**src/rtl/imm_gen_pipe.sv**
```systemverilog
// ----------------------------------------------------------------------------
// imm_gen_pipe
//   Pipelined decode-stage immediate generator. Decodes the MIPS opcode/funct
//   of instr_i and produces one operand (SEXT/ZEXT/LUI immediate, branch
//   offset, jump target or shift amount), registered through STAGES stages
//   with stall and flush control.
//
// Parameters
//   DATA_W : output datapath width, 32 or 64
//   STAGES : register stages from input to output, 1..3
//
// Ports
//   clk         in   rising-edge clock
//   rst_n       in   asynchronous active-low reset
//   instr_i     in   [31:0]       instruction word from IF/ID
//   pc_plus4_i  in   [DATA_W-1:0] PC+4 of instr_i
//   valid_i     in   instr_i/pc_plus4_i valid this cycle
//   stall_i     in   hold every stage, input not captured
//   flush_i     in   kill every in-flight entry (wins over stall/valid_i)
//   imm_o       out  [DATA_W-1:0] generated operand
//   kind_o      out  [2:0] 0=SEXT 1=ZEXT 2=LUI 3=BR 4=JMP 5=SHAMT
//   valid_o     out  imm_o/kind_o valid
//   br_target_o out  [DATA_W-1:0] branch target
//
// Optional feature
//   IMM_GEN_BR_TARGET_EN : when defined, stage 1 also computes
//   pc_plus4_i + (sext(imm) << 2) and pipelines it to br_target_o.
//   When undefined, br_target_o is tied to zero.
// ----------------------------------------------------------------------------
module imm_gen_pipe #(
    parameter int unsigned DATA_W = 32,
    parameter int unsigned STAGES = 1
) (
    input  logic              clk,
    input  logic              rst_n,
    input  logic [31:0]       instr_i,
    input  logic [DATA_W-1:0] pc_plus4_i,
    input  logic              valid_i,
    input  logic              stall_i,
    input  logic              flush_i,
    output logic [DATA_W-1:0] imm_o,
    output logic [2:0]        kind_o,
    output logic              valid_o,
    output logic [DATA_W-1:0] br_target_o
);

    generate
        if (!((DATA_W == 32) || (DATA_W == 64))) begin : g_bad_data_w
            $error("imm_gen_pipe: DATA_W must be 32 or 64");
        end
        if ((STAGES < 1) || (STAGES > 3)) begin : g_bad_stages
            $error("imm_gen_pipe: STAGES must be in 1..3");
        end
    endgenerate

    typedef enum logic [2:0] {
        K_SEXT  = 3'd0,
        K_ZEXT  = 3'd1,
        K_LUI   = 3'd2,
        K_BR    = 3'd3,
        K_JMP   = 3'd4,
        K_SHAMT = 3'd5
    } kind_e;

    // ------------------------------------------------------------------
    // Combinational decode
    // ------------------------------------------------------------------
    logic [5:0]        w_op;
    logic [5:0]        w_funct;
    logic [15:0]       w_imm16;
    logic [DATA_W-1:0] w_sext;
    logic [DATA_W-1:0] w_br_off;
    kind_e             w_kind;
    logic [DATA_W-1:0] w_imm;

    assign w_op    = instr_i[31:26];
    assign w_funct = instr_i[5:0];
    assign w_imm16 = instr_i[15:0];

    // Every shifted form is derived from the full-width sign extension, so
    // LUI and branch offsets keep their sign bits at DATA_W width.
    assign w_sext   = {{(DATA_W-16){w_imm16[15]}}, w_imm16};
    assign w_br_off = w_sext << 2;

    always_comb begin
        w_kind = K_SEXT;
        w_imm  = w_sext;
        case (w_op)
            6'h0C, 6'h0D, 6'h0E: begin
                w_kind = K_ZEXT;
                w_imm  = {{(DATA_W-16){1'b0}}, w_imm16};
            end
            6'h0F: begin
                w_kind = K_LUI;
                w_imm  = w_sext << 16;
            end
            6'h01, 6'h04, 6'h05, 6'h06, 6'h07: begin
                w_kind = K_BR;
                w_imm  = w_br_off;
            end
            6'h02, 6'h03: begin
                w_kind = K_JMP;
                w_imm  = {pc_plus4_i[DATA_W-1:28], instr_i[25:0], 2'b00};
            end
            6'h00: begin
                if ((w_funct == 6'h00) || (w_funct == 6'h02) || (w_funct == 6'h03)) begin
                    w_kind = K_SHAMT;
                    w_imm  = {{(DATA_W-5){1'b0}}, instr_i[10:6]};
                end
            end
            default: begin
                w_kind = K_SEXT;
                w_imm  = w_sext;
            end
        endcase
    end

    // ------------------------------------------------------------------
    // Pipeline registers: index 0 is stage 1, STAGES-1 drives the outputs
    // ------------------------------------------------------------------
    logic              r_valid [STAGES];
    kind_e             r_kind  [STAGES];
    logic [DATA_W-1:0] r_imm   [STAGES];

    always_ff @(posedge clk or negedge rst_n) begin
        if (!rst_n) begin
            for (int unsigned i = 0; i < STAGES; i++) begin
                r_valid[i] <= 1'b0;
                r_kind[i]  <= K_SEXT;
                r_imm[i]   <= '0;
            end
        end else if (flush_i) begin
            for (int unsigned i = 0; i < STAGES; i++) begin
                r_valid[i] <= 1'b0;
                r_kind[i]  <= K_SEXT;
                r_imm[i]   <= '0;
            end
        end else if (!stall_i) begin
            // Bubbles still capture data; only the valid bit is cleared.
            r_valid[0] <= valid_i;
            r_kind[0]  <= w_kind;
            r_imm[0]   <= w_imm;
            for (int unsigned i = 1; i < STAGES; i++) begin
                r_valid[i] <= r_valid[i-1];
                r_kind[i]  <= r_kind[i-1];
                r_imm[i]   <= r_imm[i-1];
            end
        end
    end

    assign valid_o = r_valid[STAGES-1];
    assign kind_o  = r_kind[STAGES-1];
    assign imm_o   = r_imm[STAGES-1];

`ifdef IMM_GEN_BR_TARGET_EN
    logic [DATA_W-1:0] w_tgt;
    logic [DATA_W-1:0] r_tgt [STAGES];

    // Wraps on overflow; computed for every kind, meaningful only for BR.
    assign w_tgt = pc_plus4_i + w_br_off;

    always_ff @(posedge clk or negedge rst_n) begin
        if (!rst_n) begin
            for (int unsigned i = 0; i < STAGES; i++) begin
                r_tgt[i] <= '0;
            end
        end else if (flush_i) begin
            for (int unsigned i = 0; i < STAGES; i++) begin
                r_tgt[i] <= '0;
            end
        end else if (!stall_i) begin
            r_tgt[0] <= w_tgt;
            for (int unsigned i = 1; i < STAGES; i++) begin
                r_tgt[i] <= r_tgt[i-1];
            end
        end
    end

    assign br_target_o = r_tgt[STAGES-1];
`else
    // Low PC bits only feed the branch adder; keep them visibly consumed.
    logic w_unused_pc;
    assign w_unused_pc = &{1'b0, pc_plus4_i[27:0]};
    assign br_target_o = '0;
`endif

endmodule
```
**config.mk**
```make
export PLATFORM = sky130hd
export DESIGN_NAME = imm_gen_pipe
export DESIGN_NICKNAME = d
export VERILOG_FILES = /design/src/rtl/imm_gen_pipe.sv
export SDC_FILE = /design/constraint.sdc
export NUM_CORES = 1
export LEC_CHECK = 0
export CAP_MARGIN = 20
export CORE_UTILIZATION = 42
export CTS_CLUSTER_SIZE = 12
export DETAILED_ROUTE_END_ITERATION = 10
export HOLD_SLACK_MARGIN = 0.1
export PLACE_DENSITY_LB_ADDON = 0.05
export SLEW_MARGIN = 0
export SYNTH_ARGS = -nofsm -noshare
export SYNTH_HDL_FRONTEND = slang
export SYNTH_SLANG_ARGS = --single-unit
```
**constraint.sdc**
```tcl
create_clock -name clk -period 2.1 [get_ports clk]
set_input_delay 0.63 -clock clk [delete_from_list [all_inputs] [get_ports clk]]
set_output_delay 0.63 -clock clk [all_outputs]
set_load 0.01 [all_outputs]
```
---- Word level (Yosys, flattened, before mapping) ----
Cells that the tools add are included.
operators by class
  add/sub/neg operators ................... 0
  multipliers ............................. 0
  div/mod/pow operators ................... 0
  $lt $le $gt $ge ......................... 0
  equality and inequality tests ........... 14
  shift-type cells ........................ 0
  multiplexer cells ....................... 10
  bitwise logic cells ..................... 0
  reduce and logical (&&, ||, !) cells .... 7
operators with widths
  operator                                                                  count
  32-bit one-hot mux with 5 select lines                                    1
  32-bit 2-to-1 mux                                                         3
  6-bit by 2-bit equality test with 1-bit output (second input constant)    4
  6-bit by 3-bit equality test with 1-bit output (second input constant)    4
  6-bit by 4-bit equality test with 1-bit output (second input constant)    4
  3-bit one-hot mux with 5 select lines                                     1
  6-bit logical NOT                                                         2
  3-bit 2-to-1 mux                                                          3
  6-bit by 1-bit equality test with 1-bit output (second input constant)    1
  5-bit OR reduction                                                        1
  3-bit OR reduction                                                        1
  1-bit logical OR                                                          2
  1-bit 2-to-1 mux                                                          2
  2-bit by 1-bit inequality test with 1-bit output (second input constant)  1
  2-bit OR reduction                                                        1
storage, ports and cells
  register bits after elaboration ......... 36
  bits in latches ......................... 0
  bits in writable memories ............... 0
  bits in read-only memories .............. 0
  bits of input ports ..................... 69
  word-level logic and storage cells ...... 34
  memories ................................ 0

---- Logic depth before layout (Yosys ltp) ----
Gate-level depths: netlist (run 1).
  depth in word-level cells ............... 7
  mapped depth ............................ 7

---- Worst setup path before layout (run 1) ----
Ideal clock, no wire load.
  kind .................................... in2reg
  start point ............................. in stall_i
  end point ............................... reg r_imm (netlist bit imm_o[2])
  library setup time ...................... 0.080 ns
  arrival ................................. 1.723 ns
  path slack .............................. 0.297 ns
  cell stages on the path ................. 6
  buffers on the path ..................... 2
  cells stage by stage .................... buf_6 -> or2_1 -> buf_2 -> nor4_4 -> a22oi_1 -> o211ai_2
between the ends
  word-level cells in the longest chain between the ends .. 1
ends and longest elaborated chain
  item                                                               line  source
  start: declaration                                                 39    input logic stall_i,
  2-bit by 1-bit inequality test with 1-bit output (no source line)  --
  end signal: indexed assignment                                     146   r_imm[i] <= r_imm[i-1];
  end: declaration                                                   123   logic [DATA_W-1:0] r_imm [STAGES];
No other way between the ends.
A chain may end at the register's enable or synchronous reset.

---- Worst setup path after layout (run 1) ----
  start point ............................. in instr_i[29]
  end point ............................... reg r_imm (netlist bit imm_o[16])
between the ends
  word-level cells in the longest chain between the ends .. 5
ends and longest elaborated chain
  item                                                                          line  source
  start: declaration                                                            36    input logic [31:0] instr_i,
  6-bit by 1-bit equality test with 1-bit output, or another cell as far along  88    case (w_op)
  5-bit OR reduction, or another cell as far along                              88
  32-bit one-hot mux with 5 select lines *                                      88
  32-bit 2-to-1 mux *                                                           138   end else if (!stall_i) begin
  32-bit 2-to-1 mux *                                                           132   end else if (flush_i) begin
Mark *: on every way between the ends. The rest lies on a longest branch, timed or not. The select of a mux whose other input is x is not followed.

==> results of run 1 <==
==> layer usage <==
metal	vias to the layer above	share of wire [%]	GRT usage [%]
li1	1190	-	-
met1	1176	45	33.9
met2	102	47	37.7
met3	9	6.8	4.65
met4	0	1.2	7.78
met5	-	0	0
==> power groups by stage <==
| stage | clock, mW | sequential (mW) | combinational [mW] |
|---|---|---|---|
| floorplan | 0 | 0.788 | 0.208 |
| global placement | 0 | 0.769 | 0.463 |
| detailed placement | 0 | 0.770 | 0.466 |
| CTS | 0.523 | 0.757 | 0.475 |
| global route | 0.552 | 0.762 | 0.528 |
| finish | 0.517 | 0.756 | 0.487 |
==> cells by family after synthesis <==
logic type,Yosys count,share of synthesized area [%]
AOI/OAI and AO/OA,82,24.8
buffers and inverters,61,15.2
DFF,36,36.5
muxes,1,0.405
other,1,0.152
and+or+nand+nor,103,22.9
==> cell type report <==
| type | count | area (sq um) | share of cell area, % |
|---|---|---|---|
| multi-input combinational | 218 | 1360 | 37.3 |
| timing repair buffer | 124 | 1190 | 32.5 |
| sequential | 36 | 901 | 24.7 |
| tap | 72 | 90.1 | 2.47 |
| clock buffer | 5 | 68.8 | 1.88 |
| inverter | 6 | 22.5 | 0.617 |
| clock inverter | 3 | 18.8 | 0.514 |
==> worst max path at each step <==
stage	start	to	slack, ns	cells past startpoint
2_1_floorplan	stall_i	imm_o[2]	0.30	6
3_3_place_gp	instr_i[31]	imm_o[27]	-0.51	4
3_5_place_dp	instr_i[31]	imm_o[29]	-0.54	4
4_1_cts	instr_i[31]	imm_o[2]	0.002	5
5_1_grt	instr_i[29]	imm_o[23]	0.007	7
6_report	instr_i[29]	imm_o[16]	0.03	7
==> what timing repair did <==
action | 4_1_cts | 5_1_grt
setup buffers | 1 | 1
pin swaps | 2 | 1
resized for setup | 2 | 7
setup endpoints to repair | 16 | 18
==> worst reg2reg max path, cell delays in order (launching register included) <==
cell     delay, ns
dfrtp_1       0.42
nand2_1       0.08
o41ai_2       0.06
a221o_1       0.27
==> sequential cells by signal (all words and copies together), names as in the netlist <==
signal	count
valid_o	1
imm_o	32
kind_o	3
==> per-stage QoR <==
| stage | cell area [sq um] | hold slack (ns) | worst slack (ns) | cells |
|---|---|---|---|---|
| 2_1_floorplan | 2590 | 0.334 | 0.297 | 315 |
| 3_3_place_gp | 3470 | 0.466 | -0.511 | 454 |
| 3_5_place_dp | 3470 | 0.469 | -0.540 | 454 |
| 4_1_cts | 3600 | 0.487 | 0.00191 | 463 |
| 5_1_grt | 3650 | 0.516 | 0.00720 | 464 |
| 6_report | 3650 | 0.484 | 0.0340 | 464 |
==> layout by cell type (no fill, tap or decap), drive strengths merged, types with 2 or more instances in the layout <==
| cell | n |
|---|---|
| or2 | 2 |
| o31ai | 2 |
| clkdlybuf4s50 | 76 |
| nand2b | 2 |
| nor4 | 5 |
| conb | 32 |
| o21ai | 15 |
| nor2 | 10 |
| dfrtp | 36 |
| nor2b | 5 |
| a31oi | 3 |
| a22oi | 10 |
| nand3 | 7 |
| o41ai | 2 |
| a21oi | 4 |
| inv | 6 |
| o211ai | 30 |
| nor3 | 2 |
| and3 | 27 |
| o31a | 2 |
| a32oi | 2 |
| buf | 48 |
| nor4b | 2 |
| a221o | 3 |
| clkinv | 3 |
| clkbuf | 5 |
| nand2 | 36 |
==> reports/qor.yml, run 1 <==
die:
  ios: 137
  start_util_pct: 44.3
  fp.dieArea_sq_um: 6190
  dieWidth_um: 78.7
  rows: 27
  die_height_um: 78.7
  core_sq_um: 5570
clock_tree:
  cts_buffer_depth: 2
  cts_made_buffers: 5
  htreeDepth: 2
  cts.sinks: 36
  cts_tree: "yes"
  clk_pin_slew_ns: 0.08
  cts_root_buf: "clkbuf_8"
  worstSkewPairLatency_ns: 0.29
  hold_buffers: 0
hold_path:
  hold_path_class: "reg2reg"
  min_to: "kind_o[0]"
  whs_path_depth: 1
  hp-start: "kind_o[0]"
power:
  leakagePower_nw: 1.62
  power_density_nw_per_um2: 482
  pwr-share-clk_pct: 29.4
  power.switching_uw: 544
  seq_power_share_pct: 43.0
  p_total_mw: 1.76
  peakVddDrop_v: 0.000279
  power_frac_comb_pct: 27.7
  power.internal_mw: 1.22
  p_sw_share_pct: 30.9
logic_synthesis:
  yosys_warnings: 0
  yosysTopAreaCell: "dfrtp_1"
  synth_edf_count: 0
  yosysSeqAreaShare_pct: 36.5
  synth_cell_types: 48
  syn_area_per_cell_sq_um: 8.70
  synthArstFlopShare_pct: 100
  yosysTopAreaCellShare_pct: 36.5
  synthTopCellsByCount: "dfrtp_1, nand2_1, buf_4"
  synth_area_sq_um: 2470
  synthCells: 284
  synth_area_leaders: "dfrtp_1, buf_4, o211ai_1, and3_1, nand2_1"
  ys_seq_elements: 36
  synth-main-ff-cell: "dfrtp_1"
finish:
  final_util_pct: 65.5
  drive_gt1_share_pct: 18.6
  diodes: 0
  area_growth_pct: 47.8
  nNetsFinal: 460
  fillers: 511
critical_path:
  slowest_delay_ns: 0.53
  path_class: "in2reg"
  ff2ff_path_depth: 3
  worst-path-max-fanout: 13
  r2r_setup_slack_ns: 1.17
  r2r_end: "imm_o[4]"
  critPathSlowestCell: "clkdlybuf4s50_1"
  cp-end-kind: "flop"
  cp_common_cell: "o211ai_1"
  r2r-start: "imm_o[4]"
  cp_data_required_time_ns: 2.26
  crit_chain: "clkdlybuf4s50_1, buf_4, nor2b_1, o21ai_4, buf_12, o211ai_1, o211ai_1"
  crit_family: "buffers and inverters"
  critPathArrivalTime_ns: 2.23
  critPathBufInv: 3
  start_kind: "input port"
grt:
  grt_pass1_wl_um: 11700
  grt_usage_pct: 24.3
  grt_max_degree: 37
  grt_overflow: 0
  grt_pass1_vias: 2337
  antenna_found_initial: 0
timing:
  max_freq_mhz: 484
  finalSetupViolCount: 0
  skew_ns: 0
  rsz0062_at_grt: "false"
  fin_setup_tns_ns: 0
  finalCritPeriodShare_pct: 98.4
  drv_slew: 0
  layout_min_cycle_time_ns: 2.07
  report.final.hold_viol_count: 0
detailed_routing:
  wl_per_cell_um: 15.4
  viasPerCell: 5.34
  drcViolationCount: 0
  vias: 2477
  first_pass_iters: 4
  drt-initial-drc-count: 92
  postRouteAntennaNets: 0
  drt-total-wl_um: 7140
place:
  post-dp-hpwl_um: 5360
  numPortBuffers: 76
  gp_congestion: 0.840
status:
  status: "finished clean"
flow_run:
  maxCapViolCount: 0
(Power assumes the default switching activity.)
==> run 2, diff against run 1 <==
ABC_AREA = 1   (was not set)
CORE_UTILIZATION = 43   (was 42)
==> reports/qor.yml, run 2 <==
timing:
  finalSetupViolCount: 0  # unchanged
  drv_slew: 0  # unchanged
  max_freq_mhz: 508  # +5.0%
  report.final.hold_viol_count: 0  # unchanged
  hold_ws_ns: 0.385  # -0.0988 ns
  finalCritPeriodShare_pct: 93.7  # -4.7 points
  layout_min_cycle_time_ns: 1.97  # -0.0979 ns
  skew_ns: 0  # unchanged
  fin_ws_ns: 0.132  # +0.0979 ns
  rsz0062_at_grt: "true"
  fin_setup_tns_ns: 0  # unchanged
finish:
  final_util_pct: 63.8  # -1.7 points
  drive_gt1_share_pct: 10.7  # -7.9 points
  diodes: 0  # unchanged
  nNetsFinal: 573  # +25%
  largest_reg_flops: 32  # unchanged
  final_cell_mix: "nand2_1, clkdlybuf4s50_1, nand3_1"
  fillers: 565  # +11%
  area_growth_pct: 39.5
  final_cells: 577  # +24%
  final_common_cell: "nand2_1"
place:
  placedCellCount: 569  # +25%
  place_worst_setup_slack_ns: -0.150  # +0.390 ns
  post-dp-hpwl_um: 5120  # -4.5%
  gp_congestion: 0.863  # +2.7%
  numPortBuffers: 76  # unchanged
logic_synthesis:
  yosys_warnings: 0  # unchanged
  synthCells: 405  # +43%
  synth_edf_count: 0  # unchanged
  syn_area_per_cell_sq_um: 6.37  # -27%
  ys_seq_elements: 36  # unchanged
  synthArstFlopShare_pct: 100  # unchanged
  synth-main-ff-cell: "dfrtp_1"
  yosysMostFrequentCell: "nand2_1"
  yosysTopAreaCell: "dfrtp_1"
  synth_cell_types: 19  # -60%
  synth_area_sq_um: 2580  # +4.5%
  yosysTopAreaCellShare_pct: 34.9  # -1.6 points
  synth_area_leaders: "dfrtp_1, nand2_1, buf_4, nand3_1, nor2_1"
  yosysSeqAreaShare_pct: 34.9  # -1.6 points
  synthTopCellsByCount: "nand2_1, nand3_1, dfrtp_1"
detailed_routing:
  drcViolationCount: 0  # unchanged
  vias: 2715  # +9.6%
  viasPerCell: 4.71  # -12%
  drt-total-wl_um: 6710  # -6.0%
  first_pass_iters: 4  # unchanged
  postRouteAntennaNets: 0  # unchanged
  drt-initial-drc-count: 203  # +120%
  wl_per_cell_um: 11.6  # -24%
grt:
  grt_pass1_vias: 2614  # +12%
  antenna_found_initial: 0  # unchanged
  grt_usage_pct: 22.9  # -1.5 points
  grt_overflow: 0  # unchanged
  grt_pass1_wl_um: 11400  # -2.1%
  grt_max_degree: 37  # unchanged
clock_tree:
  cts.sinks: 36  # unchanged
  worstSkewPairLatency_ns: 0.28  # about the same
  cts_made_buffers: 5  # unchanged
  clk_pin_slew_ns: 0.07  # about the same
  cts_root_buf: "clkbuf_8"
  cts_tree: "yes"
  cts_buffer_depth: 2  # unchanged
  htreeDepth: 2  # unchanged
critical_path:
  path_class: "in2reg"
  worst-path-max-fanout: 13  # unchanged
  crit_family: "buffers and inverters"
  critPathBufInv: 4  # +1
  critPathArrivalTime_ns: 2.19  # -0.04 ns
  critPathSlowestCell: "clkdlybuf4s50_1"
  cp-end-kind: "flop"
  start_kind: "input port"
  slowest_delay_ns: 0.44  # -0.09 ns
  cp_data_required_time_ns: 2.33  # +0.07 ns
  crit_chain: "clkdlybuf4s50_1, buf_4, nor2_1, nand3_1, nand2_1, inv_1, nand2_2, buf_4, nand3_1, nand2_1"
power:
  power_density_nw_per_um2: 484  # +0.31%
  peakVddDrop_v: 0.000277  # -0.77%
  p_sw_share_pct: 28.8  # -2.1 points
  power.internal_mw: 1.24  # +1.9%
  seq_power_share_pct: 44.0  # +1.0 points
  power.switching_uw: 501  # -7.8%
  power_frac_comb_pct: 27.0  # -0.7 points
  leakagePower_nw: 1.96  # +21%
  pwr-share-clk_pct: 29.0  # -0.4 points
die:
  core_sq_um: 5640  # +1.2%
  fp.dieArea_sq_um: 6320  # +2.0%
  start_util_pct: 45.8  # +1.4 points
  rows: 27  # unchanged
  dieWidth_um: 79.5  # +1.0%
  die_height_um: 79.5  # +1.0%
  ios: 137  # unchanged
hold_path:
  hold_path_class: "in2async"
flow_run:
  maxCapViolCount: 0  # unchanged
status:
  status: "finished clean"
## run 2: cell types whose count changed after synthesis, moves of 4 or more
cell | before | now
a22oi_1 | 10 | 0
and3_1 | 27 | 0
clkbuf_1 | 12 | 4
inv_1 | 6 | 17
nand2_1 | 36 | 196
nand2_2 | 0 | 4
nand3_1 | 7 | 49
nor2_1 | 10 | 30
nor2b_1 | 5 | 0
o211ai_1 | 29 | 3
o21ai_1 | 6 | 0
## run 2: final cells by class
cell class,count,area (sq um),share of cell area [%]
timing repair buffer,110,1060,29.5
multi-input combinational,331,1380,38.4
clock buffer,8,90.1,2.50
inverter,20,75.1,2.09
sequential,36,901,25.0
tap,72,90.1,2.50
## run 2: final timing paths
| path | from | to | slack [ns] | depth (start not counted) |
|---|---|---|---|---|
| max | instr_i[27] | imm_o[4] | 0.13 | 10 |
| min in group clk | imm_o[26] | imm_o[26] | 0.48 | 2 |
| max in group asynchronous | rst_n | imm_o[16] | 1.37 | 2 |
| max reg2reg | imm_o[4] | imm_o[4] | 1.31 | 3 |
| min | rst_n | imm_o[8] | 0.38 | 2 |
| min reg2reg | imm_o[26] | imm_o[26] | 0.48 | 2 |
## run 2: kinds of logic after synthesis
| family | count (synthesis) | share of synthesized area, % |
|---|---|---|
| buffers and inverters | 69 | 16.3 |
| AO/OA/AOI/OAI | 16 | 4.02 |
| flip-flops | 36 | 34.9 |
| AND/OR/NAND/NOR | 283 | 44.6 |
| other | 1 | 0.145 |
## run 2: what timing repair did
action / CTS / global route
buffers inserted: 0 / 0
resized for setup: 0 / 1
setup endpoints to repair: 0 / 12
hold buffers: 0 / 0
## run 2: metal layers
| metal | vias up | share of wire, % | global-route usage [%] |
|---|---|---|---|
| met1 | 1215 | 45 | 29.6 |
| met3 | 9 | 6.5 | 2.63 |
| met5 | - | 0 | 0 |
| met2 | 102 | 47 | 39.1 |
| li1 | 1389 | - | - |
| met4 | 0 | 1.2 | 7.82 |
## run 2: through the flow
step                total power [mW]  area (sq um)
floorplan                       1.02          2700
global placement                1.24          3500
detailed placement              1.25          3500
CTS                             1.76          3590
global route                    1.84          3600
finish                          1.74          3600
## run 2: power groups by stage
stage	sequential (mW)	clock, mW	combinational, mW
2_1_floorplan	0.801	0	0.217
3_3_place_gp	0.778	0	0.466
3_5_place_dp	0.779	0	0.469
4_1_cts	0.766	0.523	0.471
5_1_grt	0.771	0.546	0.519
6_report	0.766	0.504	0.470
## run 2: worst register-to-register path, cell delays in order, from the launching register on
cell      delay (ns)
dfrtp_1         0.38
nand2_1         0.06
a21boi_0        0.16
nand2_1         0.08
